## config.mk

```make
export PLATFORM = sky130hd
export DESIGN_NAME = dmem_ctrl
export DESIGN_NICKNAME = d
export VERILOG_FILES = /design/src/rtl/dmem_ctrl.sv
export SDC_FILE = /design/constraint.sdc
export NUM_CORES = 1
export LEC_CHECK = 0
export BUFFER_PORTS_ARGS = -buffer_cell sky130_fd_sc_hd__buf_2
export CORE_ASPECT_RATIO = 0.5
export CORE_UTILIZATION = 25
export CTS_CLUSTER_DIAMETER = 200
export DETAILED_ROUTE_END_ITERATION = 7
export PLACE_DENSITY_LB_ADDON = 0.12
export SLEW_MARGIN = 20
export SYNTH_ARGS = -nofsm -noshare
export SYNTH_HDL_FRONTEND = slang
export SYNTH_SLANG_ARGS = --single-unit
export TNS_END_PERCENT = 5
```

## constraint.sdc

```tcl
create_clock -name clk -period 3.1 [get_ports clk]
set_clock_uncertainty 0.1 [all_clocks]
set_input_delay 0.155 -clock clk [delete_from_list [all_inputs] [get_ports clk]]
set_output_delay 0.155 -clock clk [all_outputs]
set_load 0.03 [all_outputs]
```

## src/rtl/dmem_ctrl.sv

```systemverilog
// dmem_ctrl -- data-memory controller sitting behind the MEM stage.
//
// Turns a single-cycle memCe/memWr request into a fixed-length access to a
// synchronous SRAM. The LL/SC reservation (LLbit plus reserved word address)
// is kept here, and stall freezes the pipeline while an access is in flight.
//
// Optional feature macro: DMEM_ALIGN_CHK_EN. When it is defined, a request with
// memAddr[1:0] != 0 skips the SRAM, goes directly to DONE and pulses misalign.
// When it is undefined, the low address bits are ignored and misalign is tied 0.
//
// Ports:
//   clk, rst           rising-edge clock and synchronous active-high reset
//   memCe, memWr       request strobe and store/load select from MEM
//   memAddr, wtData    byte address and store data
//   wbit, wLLbit       LLbit write enable and new value (ll/sc)
//   llclr              drop the reservation (exception/eret)
//   rdData             load data, valid in DONE and held until the next load
//   rLLbit             current LLbit
//   stall              freeze PC and the upstream stages
//   sram_*             SRAM control, address, write data and read data
//   misalign           alignment fault, high for one DONE cycle
module dmem_ctrl #(
  parameter int ADDR_W      = 10,
  parameter int WAIT_CYCLES = 2
) (
  input  logic              clk,
  input  logic              rst,
  input  logic              memCe,
  input  logic              memWr,
  input  logic [31:0]       memAddr,
  input  logic [31:0]       wtData,
  input  logic              wbit,
  input  logic              wLLbit,
  input  logic              llclr,
  output logic [31:0]       rdData,
  output logic              rLLbit,
  output logic              stall,
  output logic              sram_ce,
  output logic              sram_we,
  output logic [ADDR_W-1:0] sram_addr,
  output logic [31:0]       sram_wdata,
  input  logic [31:0]       sram_rdata,
  output logic              misalign
);

  localparam int CNT_W = (WAIT_CYCLES > 0) ? $clog2(WAIT_CYCLES + 1) : 1;

  typedef enum logic [1:0] {S_IDLE, S_ACCESS, S_DONE} state_t;

  state_t             state_q, state_d;
  logic [CNT_W-1:0]   cnt_q, cnt_d;
  logic [29:0]        addr_q, addr_d;     // latched byte address [31:2]
  logic [31:0]        wdata_q, wdata_d;
  logic               we_q, we_d;
  logic [31:0]        rd_q, rd_d;
  logic               llbit_q, llbit_d;
  logic [29:0]        lladdr_q, lladdr_d;
  logic               mis_q, mis_d;

  logic               req_misaligned;
  logic               ll_commit;
  logic               ll_store;
  logic [29:0]        ll_addr_src;

`ifdef DMEM_ALIGN_CHK_EN
  assign req_misaligned = (memAddr[1:0] != 2'b00);
  assign misalign       = mis_q;
`else
  logic unused_low_addr;
  assign unused_low_addr = ^memAddr[1:0];
  assign req_misaligned  = 1'b0;
  assign misalign        = 1'b0;
`endif

  assign rdData     = rd_q;
  assign rLLbit     = llbit_q;
  assign sram_addr  = addr_q[ADDR_W-1:0];
  assign sram_wdata = wdata_q;

  always_comb begin
    state_d     = state_q;
    cnt_d       = cnt_q;
    addr_d      = addr_q;
    wdata_d     = wdata_q;
    we_d        = we_q;
    rd_d        = rd_q;
    mis_d       = 1'b0;
    stall       = 1'b0;
    sram_ce     = 1'b0;
    sram_we     = 1'b0;
    ll_commit   = 1'b0;
    ll_store    = 1'b0;
    ll_addr_src = addr_q;

    case (state_q)
      S_IDLE: begin
        if (memCe) begin
          stall   = 1'b1;
          addr_d  = memAddr[31:2];
          wdata_d = wtData;
          we_d    = memWr;
          cnt_d   = CNT_W'(WAIT_CYCLES);
          if (req_misaligned) begin
            mis_d   = 1'b1;
            state_d = S_DONE;
          end else begin
            state_d = S_ACCESS;
          end
        end else begin
          // No access: an ll/sc-only update (failed sc) lands at this edge.
          ll_commit   = 1'b1;
          ll_addr_src = memAddr[31:2];
        end
      end
      S_ACCESS: begin
        stall   = 1'b1;
        sram_ce = 1'b1;
        sram_we = we_q;
        if (cnt_q == '0) begin
          if (!we_q) rd_d = sram_rdata;
          state_d = S_DONE;
        end else begin
          cnt_d = cnt_q - 1'b1;
        end
      end
      S_DONE: begin
        // Always return to IDLE so a memCe still held high cannot re-trigger.
        state_d   = S_IDLE;
        ll_commit = !mis_q;
        ll_store  = we_q;
      end
      default: state_d = S_IDLE;
    endcase

    llbit_d  = llbit_q;
    lladdr_d = lladdr_q;
    if (llclr) begin
      llbit_d = 1'b0;
    end else if (ll_commit) begin
      if (wbit) begin
        llbit_d = wLLbit;
        if (wLLbit) lladdr_d = ll_addr_src;
      end else if (ll_store && (addr_q == lladdr_q)) begin
        llbit_d = 1'b0;
      end
    end

    // Reset cycle: release the pipeline and abort any SRAM cycle in progress.
    if (rst) begin
      stall   = 1'b0;
      sram_ce = 1'b0;
      sram_we = 1'b0;
    end
  end

  always_ff @(posedge clk) begin
    if (rst) begin
      state_q  <= S_IDLE;
      cnt_q    <= '0;
      addr_q   <= '0;
      wdata_q  <= '0;
      we_q     <= 1'b0;
      rd_q     <= '0;
      llbit_q  <= 1'b0;
      lladdr_q <= '0;
      mis_q    <= 1'b0;
    end else begin
      state_q  <= state_d;
      cnt_q    <= cnt_d;
      addr_q   <= addr_d;
      wdata_q  <= wdata_d;
      we_q     <= we_d;
      rd_q     <= rd_d;
      llbit_q  <= llbit_d;
      lladdr_q <= lladdr_d;
      mis_q    <= mis_d;
    end
  end

endmodule
```

==> out/qor.txt, run 1 <==
Final min period: 2.57 ns
layout cells sized above 1: 28.4%
fin. max-slew vios: 0
synth cell count leaders: 193 x nand2_1, 130 x dfxtp_1, 96 x a21oi_1, 34 x nor2_1
syn avg cell area: 8.53 um^2
die height: 106 um
RSZ-0062 raised after global routing: no
Starting Density: 26.0%
DRT iter0 DRCs: 210
Total Wirelength: 16100 um
status: completed
fin nets: 986
f_max: 389 MHz
CTS tree: done
Psw: 1350 uW
PD cells: 599 nW/um^2
syn nets: 741
First-pass DRT Iterations: 4
Worst Path Arrival: 2.79 ns
Net Sw Frac: 27.7%
Post-DRT Antenna Nets: 0
wire length of the first global-routing pass: 25800 um
Final Cycle Share: 83.0%
Slowest cell on crit path: dfxtp_1
worst min path class: in -> reg
Top Ports: 182
Overflow after GRT: 0
hold path endpoint: cnt_q[0]
hold path depth: 4
worst-case vdd ir drop: 0.000304 V
initial antenna violation count: 0
synth-to-layout area growth: 49.5%
Max-Cap Viols: 0
Min-Delay Startpoint: memCe
Main synth FF type: dfxtp_1
WL/cell: 13.6 um
Final Cell Area: 8130 um^2
internal reg-to-reg setup slack: 0.53 ns
endpoints failing hold: 0
Seq cells post-synth: 130
cell count after synthesis: 637
WS Path Type: reg -> reg
Netlist Area Pre-Place: 5430 um^2
register area share after synthesis: 47.9%
dpl cell area: 6520 um^2
drt via density: 4.25
share of the synthesized area in the top cell type: 47.9%
gpl congestion: 0.678
count leader, synth: nand2_1
actual transition at the worst max-transition pin: 0.691 ns
Leak Pwr: 0.00343 uW
Power Internal: 3520 uW
detailed-placement wirelength estimate: 10200 um
Logic pwr share: 17.6%
CP Max Fanout: 11
Residual DRC: 0
Slew HR: 54.0%
vias in the first global route: 4990
ranking of synthesized cells by area: dfxtp_1 48%, nand2_1 13%, a21oi_1 8.8%, a211oi_2 6.9%, mux2i_1 5.5%
core area: 20900 um^2
Clock Power Share: 44.2%
crit-path max cell delay: 0.64 ns
Hold Slack: 0.0889 ns
reg2reg end: rLLbit
CTS Sinks: 130
startpoint type of the worst setup path: flop
post-CTS sizing: 0
Worst Setup SP: state_q[1]
cells along the critical path: nand2_1 > nor3_1 > nand4_1 > nor4_1 > o32ai_1 > dlygate4sd3_1
gr usage total: 14.9%
setup TNS: 0 ns
PortBufs: 178
ant diodes: 0
clk root buf: clkbuf_16
worst r2r src: state_q[1]
total number of vias: 5049
CTS clk-pin slew, worst paths: 0.06 ns
largest net degree at the start of global routing: 52
Seq pwr share: 38.2%
worst reg2reg path depth: 6
Netlist cell types: 32
clk_lat worst skew: 0.43 ns
Setup crit end kind: flop
DIE AREA: 22400 um^2
CP required: 3.31 ns
die width: 211 um
Row Count: 37
CTS Buf Count: 17
EDFF count, synth: 0
H-tree depth: 4
Yosys warnings: 0
clk buf depth: 2
FFs w/ async S/R, synth: 0%
cell taking the most area after synthesis: dfxtp_1
Final setup viols: 0
-- cells by family after synthesis --
family	Yosys count	share of synthesized area, %
adders and majority gates	1	0.230
other	1	0.0690
DFF	130	47.9
and+or+nand+nor	253	19.1
xor gates and xnor gates	30	4.84
buffers and inverters	59	5.73
AOI/OAI and AO/OA	133	16.6
muxes	30	5.53
-- what timing repair did --
action	4_1_cts	5_1_grt
hold buffers	97	0
setup buffers	0	0
endpoints found under the hold margin	106	0
-- state kept, by name (all words and copies together) (netlist names) --
register,cells
state_q,2
we_q,1
rdData,32
addr_q,30
cnt_q,2
sram_wdata,32
lladdr_q,30
rLLbit,1
-- worst max path at each step --
stage	slack (ns)	endpoint
floorplan	1.09	sram_we
global placement	0.80	rdData[31]
detailed placement	0.95	rdData[8]
CTS	0.49	rLLbit
global route	0.30	rLLbit
finish	0.53	rLLbit
-- area by class of cell --
cell class,instances,area (um^2)
Fill cell,2196,12800
Sequential cell,130,2600
Multi-Input combinational cell,448,2550
Timing Repair Buffer,283,1960
Clock buffer,25,515
Tap cell,292,365
Clock inverter,7,120
Inverter,2,7.51
-- power groups by stage --
stage	logic, uW	registers (uW)	clock network, uW
3_3_place_gp	766	1890	0
2_1_floorplan	422	1990	0
5_1_grt	937	1870	2300
4_1_cts	868	1860	2230
3_5_place_dp	771	1890	0
6_report	855	1860	2150
-- cell usage in the layout, fill, tap and decap left out, types with 2 or more instances in the layout --
master         synthesis  layout
o21ai_0                3       3
mux2i_1               30      30
dfxtp_1              130     130
buf_4                 15       6
nor3_1                 4       4
clkbuf_16              0      17
a211oi_2              30      30
a21oi_1               96      96
buf_12                 0       3
buf_2                 27     177
dlygate4sd3_1          0      97
inv_1                  2       2
clkinvlp_4             0       4
nor4_1                 5       5
nand4_1                4       4
and2_1                 4       4
bufinv_16              0       3
clkbuf_8               0       6
nor2_1                34      34
clkbuf_1              14       2
nor3_4                 0       2
xor2_1                20      20
xnor2_1               10      10
nand2_1              193     193
nor2b_4                1       2
-- per-stage QoR --
step | cells | worst slack, ns | util [%] | total power [uW]
CTS | 1187 | 0.486 | 38.8 | 4960
global placement | 1058 | 0.799 | 31.1 | 2660
global route | 1187 | 0.301 | 38.8 | 5110
detailed placement | 1058 | 0.947 | 31.2 | 2670
finish | 1187 | 0.526 | 38.8 | 4870
floorplan | 637 | 1.09 | - | 2420
-- per-layer routing --
layer  part of all wire, %  vias to the layer above  track usage (%)
li1                      -                     2594                -
met1                    46                     2347             18.5
met2                    48                       91             24.0
met3                   4.2                       17             4.52
met4                   1.7                        0             6.68
met5                     0                        -                0
-- worst max-delay path, delay by kind of cell, from the launching register on --
| family | cells | cell delay, ns |
|---|---|---|
| compound gates | 1 | 0.18 |
| buf+inv | 1 | 0.59 |
| flops | 1 | 0.64 |
| simple gates | 4 | 0.95 |
No activity file was read; power rests on OpenSTA's default activity.
==> run 2: changes to the inputs <==
- clock period: 3.1 -> 2.35 ns (I/O delays scaled with it)
==> out/qor.txt, run 2 (same netlist as run 1, synthesis figures left out) <==
status: completed
Residual DRC: 0 (unchanged)
startpoint type of the worst setup path: flop
initial antenna violation count: 0 (unchanged)
Final Cell Area: 8090 um^2 (-0.46%)
endpoints failing hold: 0 (unchanged)
Net Sw Frac: 28.5% (+0.86 points)
Total Wirelength: 16000 um (-0.78%)
die height: 106 um (unchanged)
synth-to-layout area growth: 48.8%
most frequent cells in the layout: 193 x nand2_1, 177 x buf_2, 130 x dfxtp_1, 97 x dlygate4sd3_1, 96 x a21oi_1
CTS tree: done
dpl cell area: 6570 um^2 (+0.83%)
DIE AREA: 22400 um^2 (unchanged)
clk root buf: clkbuf_16
CTS clk-pin slew, worst paths: 0.05 ns (about the same)
gr usage total: 14.7% (-0.22 points)
WS Path Type: reg -> out
CP required: 2.13 ns (-1.18 ns)
most common cell after layout, fill and taps aside: nand2_1
Logic pwr share: 19.0% (+1.4 points)
Max-Cap Viols: 0 (unchanged)
total number of vias: 5010 (-0.77%)
worst-case vdd ir drop: 0.000397 V (+31%)
Clock Power Share: 40.5% (-3.7 points)
ant diodes: 0 (unchanged)
PD cells: 747 nW/um^2 (+25%)
die width: 211 um (unchanged)
actual transition at the worst max-transition pin: 0.644 ns (-0.0468 ns)
fin nets: 990 (+0.41%)
Setup crit end kind: output port
worst reg2reg path depth: 5 (-1)
Row Count: 37 (unchanged)
Final Cycle Share: 84.5%
layout cells sized above 1: 28.4% (about the same)
Final Non-Filler Cells: 1190 (+0.25%)
gpl congestion: 0.699 (+3.1%)
f_max: 503 MHz
Starting Density: 26.0% (unchanged)
fin. max-slew vios: 0 (unchanged)
wire length of the first global-routing pass: 25300 um (-1.9%)
clk_lat worst skew: 0.42 ns (about the same)
DRT iter0 DRCs: 164 (-22%)
Final min period: 1.99 ns
Post-CTS Setup Inserts: 0 (unchanged)
Psw: 1730 uW (+28%)
Top Ports: 182 (unchanged)
detailed-placement wirelength estimate: 10300 um (+0.82%)
DP Cell Count: 1062 (+0.38%)
CTS Buf Count: 17 (unchanged)
setup TNS: 0 ns (unchanged)
Leak Pwr: 0.00343 uW (about the same)
Overflow after GRT: 0 (unchanged)
Final Power: 6040 uW (+24%)
H-tree depth: 4 (unchanged)
worst min path class: in -> reg
Seq pwr share: 40.5% (+2.3 points)
hold path depth: 4 (unchanged)
largest net degree at the start of global routing: 53 (+1.9%)
Post-DRT Antenna Nets: 0 (unchanged)
PortBufs: 178 (unchanged)
Worst Path Arrival: 1.77 ns (-1.02 ns)
vias in the first global route: 4985 (-0.10%)
First-pass DRT Iterations: 6 (+2)
drt via density: 4.21 (-1.0%)
core area: 20900 um^2 (unchanged)
clk buf depth: 2 (unchanged)
Final setup viols: 0 (unchanged)
CTS Sinks: 130 (unchanged)
Slew HR: 57.1% (+3.1 points)
CP Max Fanout: 12 (+1)
Power Internal: 4320 uW (+23%)
WL/cell: 13.4 um (-1.0%)
RSZ-0062 raised after global routing: no
run 2: changes by cell type in the layout (fill, tap and decap cells not counted), sizes merged:
cell and delta:
buf +4, clkinvlp -4, clkinv +5, clkbuf +1, bufinv -3
run 2: metrics by stage:
stage	util [%]	setup slack (ns)	hold slack, ns
2_1_floorplan	-	0.373	0.135
3_3_place_gp	31.4	0.401	0.258
3_5_place_dp	31.4	0.399	0.264
4_1_cts	38.7	0.309	0.0327
5_1_grt	38.7	0.116	0.0938
6_report	38.7	0.364	0.0633
run 2: path summary, 6_finish.rpt:
check | startpoint | end | slack, ns
worst max-delay path | state_q[0] | sram_we | 0.36
worst min register to register | rdData[7] | rdData[7] | 0.35
worst min-delay path | memCe | cnt_q[0] | 0.06
worst max register to register | state_q[1] | rLLbit | 0.41
run 2: worst max-delay path: stages, from the launching register on:
cell and delay [ns]:
dfxtp_1 0.67, nor3b_1 0.33, and2_1 0.16, buf_2 0.20
run 2: timing repair:
action	in CTS	in global routing
endpoints found under the hold margin	122	0
hold buffers	97	0
gates resized for setup	0	0
endpoints found under the setup margin	0	0
run 2: layout make-up:
cell class,count,area [um^2]
inverter,2,7.51
clock buffer,26,519
multi-input combinational,448,2550
tap,292,365
fill,2190,12800
timing repair buffer,287,2020
sequential,130,2600
clock inverter,5,25.0
run 2: per-layer routing:
metal | up-vias | wire length [um] | global-route usage [%]
met1 | 2308 | 7600 | 18.1
met5 | - | 0 | 0
met4 | 0 | 255 | 6.16
met2 | 84 | 7490 | 24.1
met3 | 15 | 635 | 4.25
li1 | 2603 | - | -
run 2: power by group through the flow:
| stage | logic (uW) | clock network [uW] | registers (uW) |
|---|---|---|---|
| after floorplan | 557 | 0 | 2630 |
| after global placement | 1030 | 0 | 2490 |
| after detailed placement | 1040 | 0 | 2500 |
| after CTS | 1170 | 2550 | 2450 |
| after global routing | 1260 | 2630 | 2470 |
| final | 1150 | 2450 | 2450 |
==> run 3: changes to the inputs <==
- clock period: 2.35 -> 1.88 ns (I/O delays scaled with it)
==> out/qor.txt, run 3 (same netlist as run 1, synthesis figures left out) <==
status: completed
ant diodes: 0 (unchanged)
Post-DRT Antenna Nets: 0 (unchanged)
fin. max-slew vios: 0 (unchanged)
Max-Cap Viols: 0 (unchanged)
H-tree depth: 4 (unchanged)
Final min period: 1.74 ns
RSZ-0062 raised after global routing: no
CP required: 2.08 ns (-0.05 ns)
crit-path max cell delay: 0.34 ns (-0.33 ns)
WS Path Type: reg -> reg
layout cells sized above 1: 29.3% (+0.90 points)
f_max: 576 MHz
Final setup viols: 0 (unchanged)
Min-Delay Startpoint: wLLbit
CTS Buf Count: 17 (unchanged)
Worst Setup SP: addr_q[4]
largest net degree at the start of global routing: 64 (+21%)
detailed-placement wirelength estimate: 9710 um (-5.7%)
Top Ports: 182 (unchanged)
clk buf depth: 2 (unchanged)
Overflow after GRT: 0 (unchanged)
WL/cell: 13.1 um (-2.5%)
CTS Sinks: 130 (unchanged)
fin nets: 994 (+0.40%)
worst-case vdd ir drop: 0.000524 V (+32%)
Worst Path Arrival: 1.93 ns (+0.16 ns)
startpoint type of the worst setup path: flop
post-layout util: 39.0% (+0.37 points)
PortBufs: 178 (unchanged)
CTS tree: done
initial antenna violation count: 0 (unchanged)
synth-to-layout area growth: 50.3%
endpoints failing hold: 0 (unchanged)
Row Count: 37 (unchanged)
Final Cycle Share: 92.4%
most frequent cells in the layout: 193 x nand2_1, 177 x buf_2, 127 x dfxtp_1, 98 x dlygate4sd3_1, 96 x a21oi_1
cells along the critical path: xor2_1 > nor4_1 > nand4_1 > nor4_2 > buf_4 > o32ai_1
Final Power: 7560 uW (+25%)
die width: 211 um (unchanged)
die height: 106 um (unchanged)
Starting Density: 26.0% (unchanged)
Slowest cell on crit path: dfxtp_1
worst r2r src: addr_q[4]
clk root buf: clkbuf_16
Residual DRC: 0 (unchanged)
total number of vias: 5040 (+0.60%)
gr usage total: 14.5% (-0.18 points)
drt via density: 4.22 (+0.35%)
wire length of the first global-routing pass: 25400 um (+0.19%)
most common cell after layout, fill and taps aside: nand2_1
Leak Pwr: 0.00345 uW (+0.65%)
CTS clk-pin slew, worst paths: 0.06 ns (about the same)
core area: 20900 um^2 (unchanged)
worst min path class: in -> reg
clk_lat worst skew: 0.42 ns (about the same)
First-pass DRT Iterations: 5 (-1)
vias in the first global route: 4959 (-0.52%)
PD cells: 926 nW/um^2 (+24%)
Hold Slack: 0.0411 ns (-0.0222 ns)
gpl congestion: 0.716 (+2.5%)
Setup crit end kind: flop
DIE AREA: 22400 um^2 (unchanged)
DRT iter0 DRCs: 218 (+33%)
CP Max Fanout: 4 (-8)
Total Wirelength: 15600 um (-2.2%)
run 3: per-stage QoR:
| step | area [um^2] | TNS (ns) | setup WS [ns] | std cells |
|---|---|---|---|---|
| floorplan | 5440 | 0 | 0.220 | 637 |
| global placement | 6610 | -0.0936 | -0.0936 | 1064 |
| detailed placement | 6610 | -0.108 | -0.108 | 1064 |
| CTS | 8130 | 0 | 0.00819 | 1192 |
| global route | 8170 | 0 | 0.00871 | 1193 |
| finish | 8170 | 0 | 0.143 | 1193 |
run 3: repair_timing:
action	in CTS	in global routing
buffers inserted	0	1
hold buffers	98	0
setup endpoints to repair	3	6
endpoints found under the hold margin	127	0
resized for setup	3	6
pin swaps	0	2
run 3: where the power goes:
group	switching (uW)	total (uW)	leakage (uW)	internal, uW
Sequential	119	3060	0.00106	2940
Combinational	856	1470	0.00213	611
Clock	1200	3040	0.000265	1840
Total	2180	7560	0.00345	5380
run 3: final cells by class:
type                    count  area [um^2]
flip-flops and latches    130         2610
repair buffers            291         2070
multi-input cells         448         2580
clock inverters             5         27.5
inverters                   2         7.51
fillers                  2209        12800
well taps                 292          365
clock buffers              25          505
run 3: worst max-delay path: cells and delay by family (launching register included):
family                 cells  cell delay, ns
flip-flops                 1            0.34
AO/OA/AOI/OAI              1            0.06
XOR/XNOR                   1            0.20
buffers and inverters      1            0.17
AND/OR/NAND/NOR            3            0.74
run 3: path summary, 6_finish.rpt:
path	endpoint	slack [ns]	depth (start not counted)
worst min-delay path	rLLbit	0.04	4
worst max register to register	rLLbit	0.14	6
worst min register to register	sram_wdata[7]	0.35	2
worst max-delay path	rLLbit	0.14	6
run 3: routing by layer:
metal / wire length [um] / vias up / part of all wire [%] / GRT usage [%]
met5: 0 / - / 0 / 0
met2: 7270 / 91 / 47 / 23.6
met3: 633 / 15 / 4.1 / 4.02
met1: 7500 / 2330 / 48 / 18.3
met4: 207 / 0 / 1.3 / 5.59
li1: - / 2604 / - / -
